`src/rtl/data_mem_cipher_pkg.sv`:
```
// Shared state codes and owner ids for the data-memory cipher arbiter.
// Imported by data_mem_rr_pick and data_mem_cipher_arbiter.
package data_mem_cipher_pkg;

  typedef logic [1:0] state_t;

  localparam state_t ST_IDLE  = 2'd0;
  localparam state_t ST_START = 2'd1;
  localparam state_t ST_WAIT  = 2'd2;
  localparam state_t ST_DONE  = 2'd3;

  localparam logic OWNER_WR = 1'b0;
  localparam logic OWNER_RD = 1'b1;

  function automatic logic other_owner(
    input logic owner
  );
    return (owner == OWNER_WR) ? OWNER_RD
                               : OWNER_WR;
  endfunction

endpackage

```
`src/rtl/data_mem_rr_pick.sv`:
```
// Two-way store/load picker for the cipher core; round-robin by default,
// fixed load-first priority when DATA_MEM_RD_PRIORITY_EN is defined.
module data_mem_rr_pick
  import data_mem_cipher_pkg::*;
(
  input  logic wr_req,
  input  logic rd_req,
  input  logic last_owner,
  output logic grant_valid,
  output logic grant_owner
);

  assign grant_valid = wr_req | rd_req;

`ifdef DATA_MEM_RD_PRIORITY_EN

  logic unused_last_owner;
  assign unused_last_owner = last_owner;

  always_comb begin
    grant_owner = OWNER_WR;
    unique case (1'b1)
      rd_req:  grant_owner = OWNER_RD;
      default: grant_owner = OWNER_WR;
    endcase
  end

`else

  always_comb begin
    grant_owner = OWNER_WR;
    unique case (1'b1)
      (wr_req & rd_req):
        grant_owner = other_owner(last_owner);
      (rd_req & ~wr_req):
        grant_owner = OWNER_RD;
      default:
        grant_owner = OWNER_WR;
    endcase
  end

`endif

endmodule

```
`src/rtl/data_mem_cipher_arbiter.sv`:
```
// Shares one data-memory cipher core between store (encrypt) and load
// (decrypt) paths; DATA_MEM_RD_PRIORITY_EN selects fixed load priority.
module data_mem_cipher_arbiter
  import data_mem_cipher_pkg::*;
#(
  parameter int DATA_SIZE      = 32,
  parameter int TIMEOUT_CYCLES = 255
) (
  input  logic                 clk,
  input  logic                 reset,
  input  logic                 wr_req,
  input  logic [DATA_SIZE-1:0] wr_din,
  output logic                 wr_done,
  output logic [DATA_SIZE-1:0] wr_dout,
  input  logic                 rd_req,
  input  logic [DATA_SIZE-1:0] rd_din,
  output logic                 rd_done,
  output logic [DATA_SIZE-1:0] rd_dout,
  input  logic                 core_initializing,
  input  logic                 core_busy,
  input  logic [DATA_SIZE-1:0] core_dout,
  output logic                 core_start,
  output logic                 core_decrypt,
  output logic [DATA_SIZE-1:0] core_din,
  output logic                 timeout_err
);

  localparam int WDW = $clog2(TIMEOUT_CYCLES + 1);
  localparam logic [WDW-1:0] WD_LIMIT =
    WDW'(TIMEOUT_CYCLES);

  state_t st_q;
  state_t st_d;

  logic                 owner_q;
  logic                 owner_d;
  logic                 last_q;
  logic                 last_d;
  logic [DATA_SIZE-1:0] op_q;
  logic [DATA_SIZE-1:0] op_d;
  logic [DATA_SIZE-1:0] wr_dout_q;
  logic [DATA_SIZE-1:0] wr_dout_d;
  logic [DATA_SIZE-1:0] rd_dout_q;
  logic [DATA_SIZE-1:0] rd_dout_d;
  logic                 wr_done_q;
  logic                 wr_done_d;
  logic                 rd_done_q;
  logic                 rd_done_d;
  logic [WDW-1:0]       wdog_q;
  logic [WDW-1:0]       wdog_d;
  logic                 err_q;
  logic                 err_d;

  logic           grant_valid;
  logic           grant_owner;
  logic           grant_take;
  logic [WDW-1:0] wdog_inc;
  logic           wdog_hit;
  logic           op_end;

  data_mem_rr_pick u_pick (
    .wr_req      (wr_req),
    .rd_req      (rd_req),
    .last_owner  (last_q),
    .grant_valid (grant_valid),
    .grant_owner (grant_owner)
  );

  assign grant_take = (st_q == ST_IDLE)
                    & ~core_initializing
                    & grant_valid;

  assign wdog_inc = wdog_q + WDW'(1);

  assign wdog_hit = (st_q == ST_WAIT)
                  & core_busy
                  & (wdog_inc == WD_LIMIT);

  // Timeout ends the op too, so the requester is always released.
  assign op_end = (st_q == ST_WAIT)
                & (~core_busy | wdog_hit);

  always_ff @(posedge clk) begin
    if (reset) begin
      st_q <= ST_IDLE;
    end else begin
      st_q <= st_d;
    end
  end

  always_comb begin
    st_d = st_q;
    unique case (st_q)
      ST_IDLE: begin
        if (grant_take) begin
          st_d = ST_START;
        end
      end
      ST_START: begin
        st_d = ST_WAIT;
      end
      ST_WAIT: begin
        if (op_end) begin
          st_d = ST_DONE;
        end
      end
      ST_DONE: begin
        st_d = ST_IDLE;
      end
      default: begin
        st_d = ST_IDLE;
      end
    endcase
  end

  always_comb begin
    core_start   = (st_q == ST_START);
    core_decrypt = owner_q;
    core_din     = op_q;
    wr_done      = wr_done_q;
    rd_done      = rd_done_q;
    wr_dout      = wr_dout_q;
    rd_dout      = rd_dout_q;
    timeout_err  = err_q;
  end

  always_comb begin
    owner_d = owner_q;
    op_d    = op_q;
    if (grant_take) begin
      owner_d = grant_owner;
      op_d    = (grant_owner == OWNER_RD)
              ? rd_din
              : wr_din;
    end
  end

  always_comb begin
    wdog_d = wdog_q;
    err_d  = err_q;
    unique case (1'b1)
      (st_q == ST_START): begin
        wdog_d = '0;
      end
      (st_q == ST_WAIT) && core_busy: begin
        wdog_d = wdog_inc;
        err_d  = err_q | wdog_hit;
      end
      default: begin
        wdog_d = wdog_q;
      end
    endcase
  end

  // Result is captured as busy falls so dout is valid with done.
  always_comb begin
    wr_dout_d = wr_dout_q;
    rd_dout_d = rd_dout_q;
    wr_done_d = 1'b0;
    rd_done_d = 1'b0;
    if (op_end) begin
      if (owner_q == OWNER_RD) begin
        rd_dout_d = core_dout;
        rd_done_d = 1'b1;
      end else begin
        wr_dout_d = core_dout;
        wr_done_d = 1'b1;
      end
    end
  end

  always_comb begin
    last_d = last_q;
    if (st_q == ST_DONE) begin
      last_d = owner_q;
    end
  end

  always_ff @(posedge clk) begin
    if (reset) begin
      owner_q <= OWNER_WR;
      op_q    <= '0;
      last_q  <= OWNER_RD;
    end else begin
      owner_q <= owner_d;
      op_q    <= op_d;
      last_q  <= last_d;
    end
  end

  always_ff @(posedge clk) begin
    if (reset) begin
      wdog_q <= '0;
      err_q  <= 1'b0;
    end else begin
      wdog_q <= wdog_d;
      err_q  <= err_d;
    end
  end

  always_ff @(posedge clk) begin
    if (reset) begin
      wr_dout_q <= '0;
      rd_dout_q <= '0;
      wr_done_q <= 1'b0;
      rd_done_q <= 1'b0;
    end else begin
      wr_dout_q <= wr_dout_d;
      rd_dout_q <= rd_dout_d;
      wr_done_q <= wr_done_d;
      rd_done_q <= rd_done_d;
    end
  end

endmodule

```
`config.mk`:
```
export PLATFORM = sky130hd
export DESIGN_NAME = data_mem_cipher_arbiter
export DESIGN_NICKNAME = d
export VERILOG_FILES = /design/src/rtl/data_mem_cipher_pkg.sv /design/src/rtl/data_mem_rr_pick.sv /design/src/rtl/data_mem_cipher_arbiter.sv
export SDC_FILE = /design/constraint.sdc
export NUM_CORES = 1
export LEC_CHECK = 0
export ABC_AREA = 0
export BUFFER_PORTS_ARGS = -buffer_cell sky130_fd_sc_hd__buf_4
export CELL_PAD_IN_SITES_DETAIL_PLACEMENT = 1
export CELL_PAD_IN_SITES_GLOBAL_PLACEMENT = 2
export CORE_ASPECT_RATIO = 0.9
export CORE_UTILIZATION = 30
export CTS_CLUSTER_SIZE = 30
export DETAILED_ROUTE_END_ITERATION = 7
export PLACE_DENSITY_LB_ADDON = 0.1
export SYNTH_ARGS = -nofsm -noshare
export SYNTH_HDL_FRONTEND = slang
export SYNTH_SLANG_ARGS = --single-unit
export TNS_END_PERCENT = 20
```
`constraint.sdc`:
```
create_clock -name clk -period 3.48 [get_ports clk]
set_clock_uncertainty 0.05 [all_clocks]
set_input_delay 0.348 -clock clk [delete_from_list [all_inputs] [get_ports clk]]
set_output_delay 0.348 -clock clk [all_outputs]
set_load 0.01 [all_outputs]
```
Word-level counts from Yosys, hierarchy flattened
Index checks and enable logic that the tools add are counted.
Widths: inputs -> output; s select.
{ "totals": {"regBits": 111, "inputBits": 102, "out_inout_bits": 101} }
{ "op_classes": {"n_eq_ne": 6, "bitwise_logic": 15, "n_mux": 9, "addsub": 1, "n_reduce_logical": 7} }
{ "ops": {"columns": ["operator", "n"], "rows": [
  ["$mux 32", 1],
  ["$pmux 8 s2", 1],
  ["$add 8x1->8 const B", 1],
  ["$eq 8x8->1 const B", 1],
  ["$pmux 2 s4", 1],
  ["$and 1x1->1", 7],
  ["$reduce_and 2->1", 3],
  ["$not 1->1", 5],
  ["$eq 2x2->1 const B", 2],
  ["$mux 2", 2],
  ["$ne 2x2->1 const B", 2],
  ["$mux 1", 3],
  ["$or 1x1->1", 3],
  ["$eq 2x1->1 const B", 1],
  ["$logic_not 2->1", 1],
  ["$pmux 1 s2", 1],
  ["$reduce_bool 2->1", 1],
  ["$reduce_or 2->1", 1],
  ["$logic_and 1x1->1", 1]
]} }

Depth between registers and ports, before layout
{ "depth": {"depth_word": 7, "mapped_depth": 9, "ltp_nobuf": 7} }

By module
From an unflattened synthesis, not the netlist that was laid out.
{ "unflattened": {"cells_unflattened": 496, "hier_area_um2": 4926.0} }
{ "by_module_without_submodules": {"columns": ["module", "cells_each", "instances", "area_per_inst_um2"], "rows": [
  ["data_mem_cipher_arbiter", 494, 1, 4912.2],
  ["data_mem_rr_pick", 2, 1, 13.8]
]} }

Least setup slack after synthesis
OpenSTA, ideal clock, no wires.
{ "synth_timing": {"path_kind": "register -> register", "from": "reg wdog_q[0]", "to": "reg wr_dout_q[0] (netlist: wr_dout[0])", "path_stages_with_launch": 10, "arrival_ns": 2.080, "slack_ns": 1.278, "period_less_slack_ns": 2.202, "path_buffers": 3, "cell_sequence": "dfxtp_1 > ha_1 > buf_2 > inv_1 > or4_4 > nand3_2 > and4b_1 > buf_6 > buf_12 > mux2i_1"} }
{ "synth_between": {"elab_chain_len": 6} }
{ "synth_lines": {"columns": ["element", "line_no", "rtl"], "rows": [
  ["start: declaration", "data_mem_cipher_arbiter.sv:49", "logic [WDW-1:0] wdog_q;"],
  ["start signal: assignment", "data_mem_cipher_arbiter.sv:196", "wdog_q <= wdog_d;"],
  ["$add 8x1->8", "data_mem_cipher_arbiter.sv:73", "assign wdog_inc = wdog_q + WDW'(1);"],
  ["$eq 8x8->1", "data_mem_cipher_arbiter.sv:77", "& (wdog_inc == WD_LIMIT);"],
  ["$and 1x1->1", "data_mem_cipher_arbiter.sv:77", null],
  ["$or 1x1->1", "data_mem_cipher_arbiter.sv:81", "& (~core_busy | wdog_hit);"],
  ["$and 1x1->1", "data_mem_cipher_arbiter.sv:81", null],
  ["$reduce_and 2->1 (no line)", null, null],
  ["end signal: assignment", "data_mem_cipher_arbiter.sv:208", "wr_dout_q <= wr_dout_d;"],
  ["end: declaration", "data_mem_cipher_arbiter.sv:41", "logic [DATA_SIZE-1:0] wr_dout_q;"]
]} }
No other way between the ends.
A chain may end at the register's enable or synchronous reset.

Worst setup path in the final report
{ "layout_timing": {"from": "reg st_q[0]", "to": "reg wr_dout_q[23] (netlist: wr_dout[23])"} }
{ "layout_between": {"elab_chain_len": 6} }
{ "layout_lines": {"columns": ["element", "line_no", "rtl"], "rows": [
  ["start: declaration", "data_mem_cipher_arbiter.sv:32", "state_t st_q;"],
  ["start signal: assignment", "data_mem_cipher_arbiter.sv:87", "st_q <= st_d;"],
  ["$eq 2x2->1 (*)", "data_mem_cipher_arbiter.sv:75, data_mem_cipher_arbiter.sv:80", null],
  ["$and 1x1->1", "data_mem_cipher_arbiter.sv:76", "& core_busy"],
  ["$and 1x1->1", "data_mem_cipher_arbiter.sv:77", null],
  ["$or 1x1->1", "data_mem_cipher_arbiter.sv:81", null],
  ["$and 1x1->1 (*)", "data_mem_cipher_arbiter.sv:81", null],
  ["$reduce_and 2->1 (no line) (*)", null, null]
]} }
Every way passes the cells marked *; elsewhere a longest branch is shown, timed or not.

==> impl_results.md <==
* TritonRoute pass-1 iters at 4
* Fmax at 388 MHz
* Pre-CTS WS at around 900 ps
* Clock buffer depth at 2
* CTS resizes at 0
* FILL cells at 1,848
* Min-Delay Path Class: input port to flop
* TNS Setup at 0 ps
* Share of layout cells above drive strength 1 at 0.333
* Hold Violations, Final at 0
* Dominant cell by count in the synthesized netlist: dfxtp_1
* Asr flop ratio synth at 0
* Worst-Margin Slew at about 1200 ps
* Die W at ~140 um
* Critical path capture point type: flop
* Register area at about 2200 um2
* Reg clk slew, reported paths at about 80 ps
* Area Overhead vs Synth at 38.0%
* Yosys reg bits at ~110
* Reg2Reg Setup Slack at approximately 900 ps
* Diode count at 0
* PwrDens at around 480 nW/um2
* Critical-path maximum fanout at 32
* Initial Util at 0.308
* Gpl congestion at approximately 0.73
* Leakage at slightly above 3 nW
* Placed insts at 873
* Area of the multi-input gates at approximately 2500 um2
* Largest area contributor in the netlist: dfxtp_1
* Vias at about 4,100
* Period utilization at 0.740
* Crit path time final at 2580 ps
* DRC violations left at 0
* Synth cell types at 42
* First-pass GRT wire length at between 20,000 and 25,000 um
* Die Height at 124 um
* Status: finished, final reports clean
* Arrival time worst endpoint at 2800 ps
* Worst r2r src: st_q[0]$_SDFFE_PP0P_
* Cells after synthesis at between 400 and 500
* Synth top area share at 0.448
* GR Util All Layers at 0.164
* # Post-CTS Setup Buffers at 0
* CTS buffer count at 9
* Seq/Total Area, Yosys at 0.448
* GR Overflow Total at 0
* Post-synth EDFFs at 0
* Critical path launch point: st_q[0]$_SDFFE_PP0P_
* Cell Count, Final, Fillers Out at 888
* Final setup violation count at 0
* Cells on worst reg2reg path at 8
* Hold Path Origin: core_dout[25]
* Final Slew Violations at 0
* Max-Cap Viols at 0
* Post-synth top cells: dfxtp_1 (111), nand2b_1 (99), mux2i_1 (97)
* Detailed placement HPWL at between 9000 and 10,000 um
* WL per Instance at around 15 um
* CP Capture Point: wr_dout[23]$_SDFFE_PP0P_
* RR Endpoint: wr_dout[23]$_SDFFE_PP0P_
* Clock Sink Count at 111
* Slew margin rel. at 0.198
* Root Driver: clkbuf_16
* Worst setup margin at between 900 and 1000 ps
* Via density at 4.64
* Clock Latency Late Sink at between 300 and 400 ps
* Vias in the first global route at about 4,200
* CP required at roughly 3700 ps
* Initial antenna violation count at 0
* Antenna-violating nets left at 0
* Fin nets at ~790
* RSZ-0062 raised after global routing: false
* DR iter-0 viols at between 100 and 150
* Hold_buf cts at 0
* Routed Wire Length at roughly 14,000 um
* CP Class: flop to flop
* Post-Syn Nets at ~610
* Synth area leaders: dfxtp_1 (45%), mux2i_1 (20%), nand2b_1 (12%)
* Top FF cell, synth: dfxtp_1
* PortBufs at slightly above 200
* CTS tree: built
* Die Area at 17,100 um2
* CORE AREA at 16,100 um2
* H-tree depth at 3
* IO Count at about 200
* Synthesized cell area at between 4000 and 5000 um2
* Mean instance size in the synthesized netlist at a little under 10 um2
* Crit start category: flop
* Power, Total at roughly 3.3 mW
* Yosys warning count at 0
* Pin count of the biggest net entering global routing at ~150
* Row Count at 44
* Peak supply drop at between 200 and 250 uV
cells in the final DEF (no fill, tap or decap), types with 3 or more instances in the layout:
master,netlist,routed
mux2i_1,97,97
a21oi_1,8,8
inv_1,5,5
nand2b_1,99,99
nor2_1,44,44
a311oi_1,3,3
a211oi_1,33,33
clkbuf_16,0,9
buf_4,3,206
o21ai_1,3,3
ha_1,6,6
nand3_1,6,6
nand4_1,4,4
nand2_1,8,8
dfxtp_1,111,111
cell families after synthesis:
| kind of cell | share of synthesized area |
|---|---|
| flops | 0.448 |
| fa+ha+maj | 0.0151 |
| simple gates | 0.203 |
| compound gates | 0.0895 |
| mux | 0.196 |
| buf+inv | 0.0494 |
metal layers:
metal,GRT usage,wire length [um]
met5,0,0
met4,0.0412,171
met3,0.0761,1170
met2,0.266,6280
met1,0.194,5910
power by group:
part / switching, mW / internal, mW / leakage [nW] / total, mW
Sequential: 0.0734 / 1.39 / 0.901 / 1.46
Combinational: 0.414 / 0.394 / 2.01 / 0.808
Clock: 0.492 / 0.492 / 0.127 / 0.984
Total: 0.979 / 2.28 / 3.03 / 3.26
worst min path at each step:
stage / slack, ps / endpoint / cells after the start
after global routing: 230 / rd_dout[13]$_SDFFE_PP0P_ / 3
after floorplan: 430 / st_q[1]$_SDFFE_PP0P_ / 2
after global placement: 400 / timeout_err$_SDFFE_PP0P_ / 2
final: 230 / rd_dout[25]$_SDFFE_PP0P_ / 3
after CTS: 220 / rd_dout[25]$_SDFFE_PP0P_ / 3
after detailed placement: 410 / wr_dout[9]$_SDFFE_PP0P_ / 2
critical path: stages (launching register included):
cell	delay, ps
dfxtp_1	330
inv_1	100
ha_1	290
nand2_1	290
or4_4	580
nand3_2	110
and4b_2	260
buf_12	250
mux2i_1	230
area by class of cell:
| cell class | count | share of cell area |
|---|---|---|
| clock inverter | 5 | 0.00639 |
| sequential | 111 | 0.324 |
| clock buffer | 10 | 0.0334 |
| tap | 207 | 0.0378 |
| inverter | 5 | 0.00274 |
| multi-input combinational | 343 | 0.366 |
| timing repair buffer | 207 | 0.229 |
registers in the layout, indices dropped and copies added (netlist names):
name,cells
core_decrypt,1
core_din,32
last_q,1
rd_done,1
rd_dout,32
st_q,2
timeout_err,1
wdog_q,8
wr_done,1
wr_dout,32
stage by stage:
step,hold slack (ps),utilization,instance area [um2]
after floorplan,435,-,4960
after global placement,402,0.408,6580
after detailed placement,414,0.408,6580
after CTS,219,0.425,6850
after global routing,233,0.425,6850
final,232,0.425,6850
Note: power is estimated with default switching activity, not from simulation.
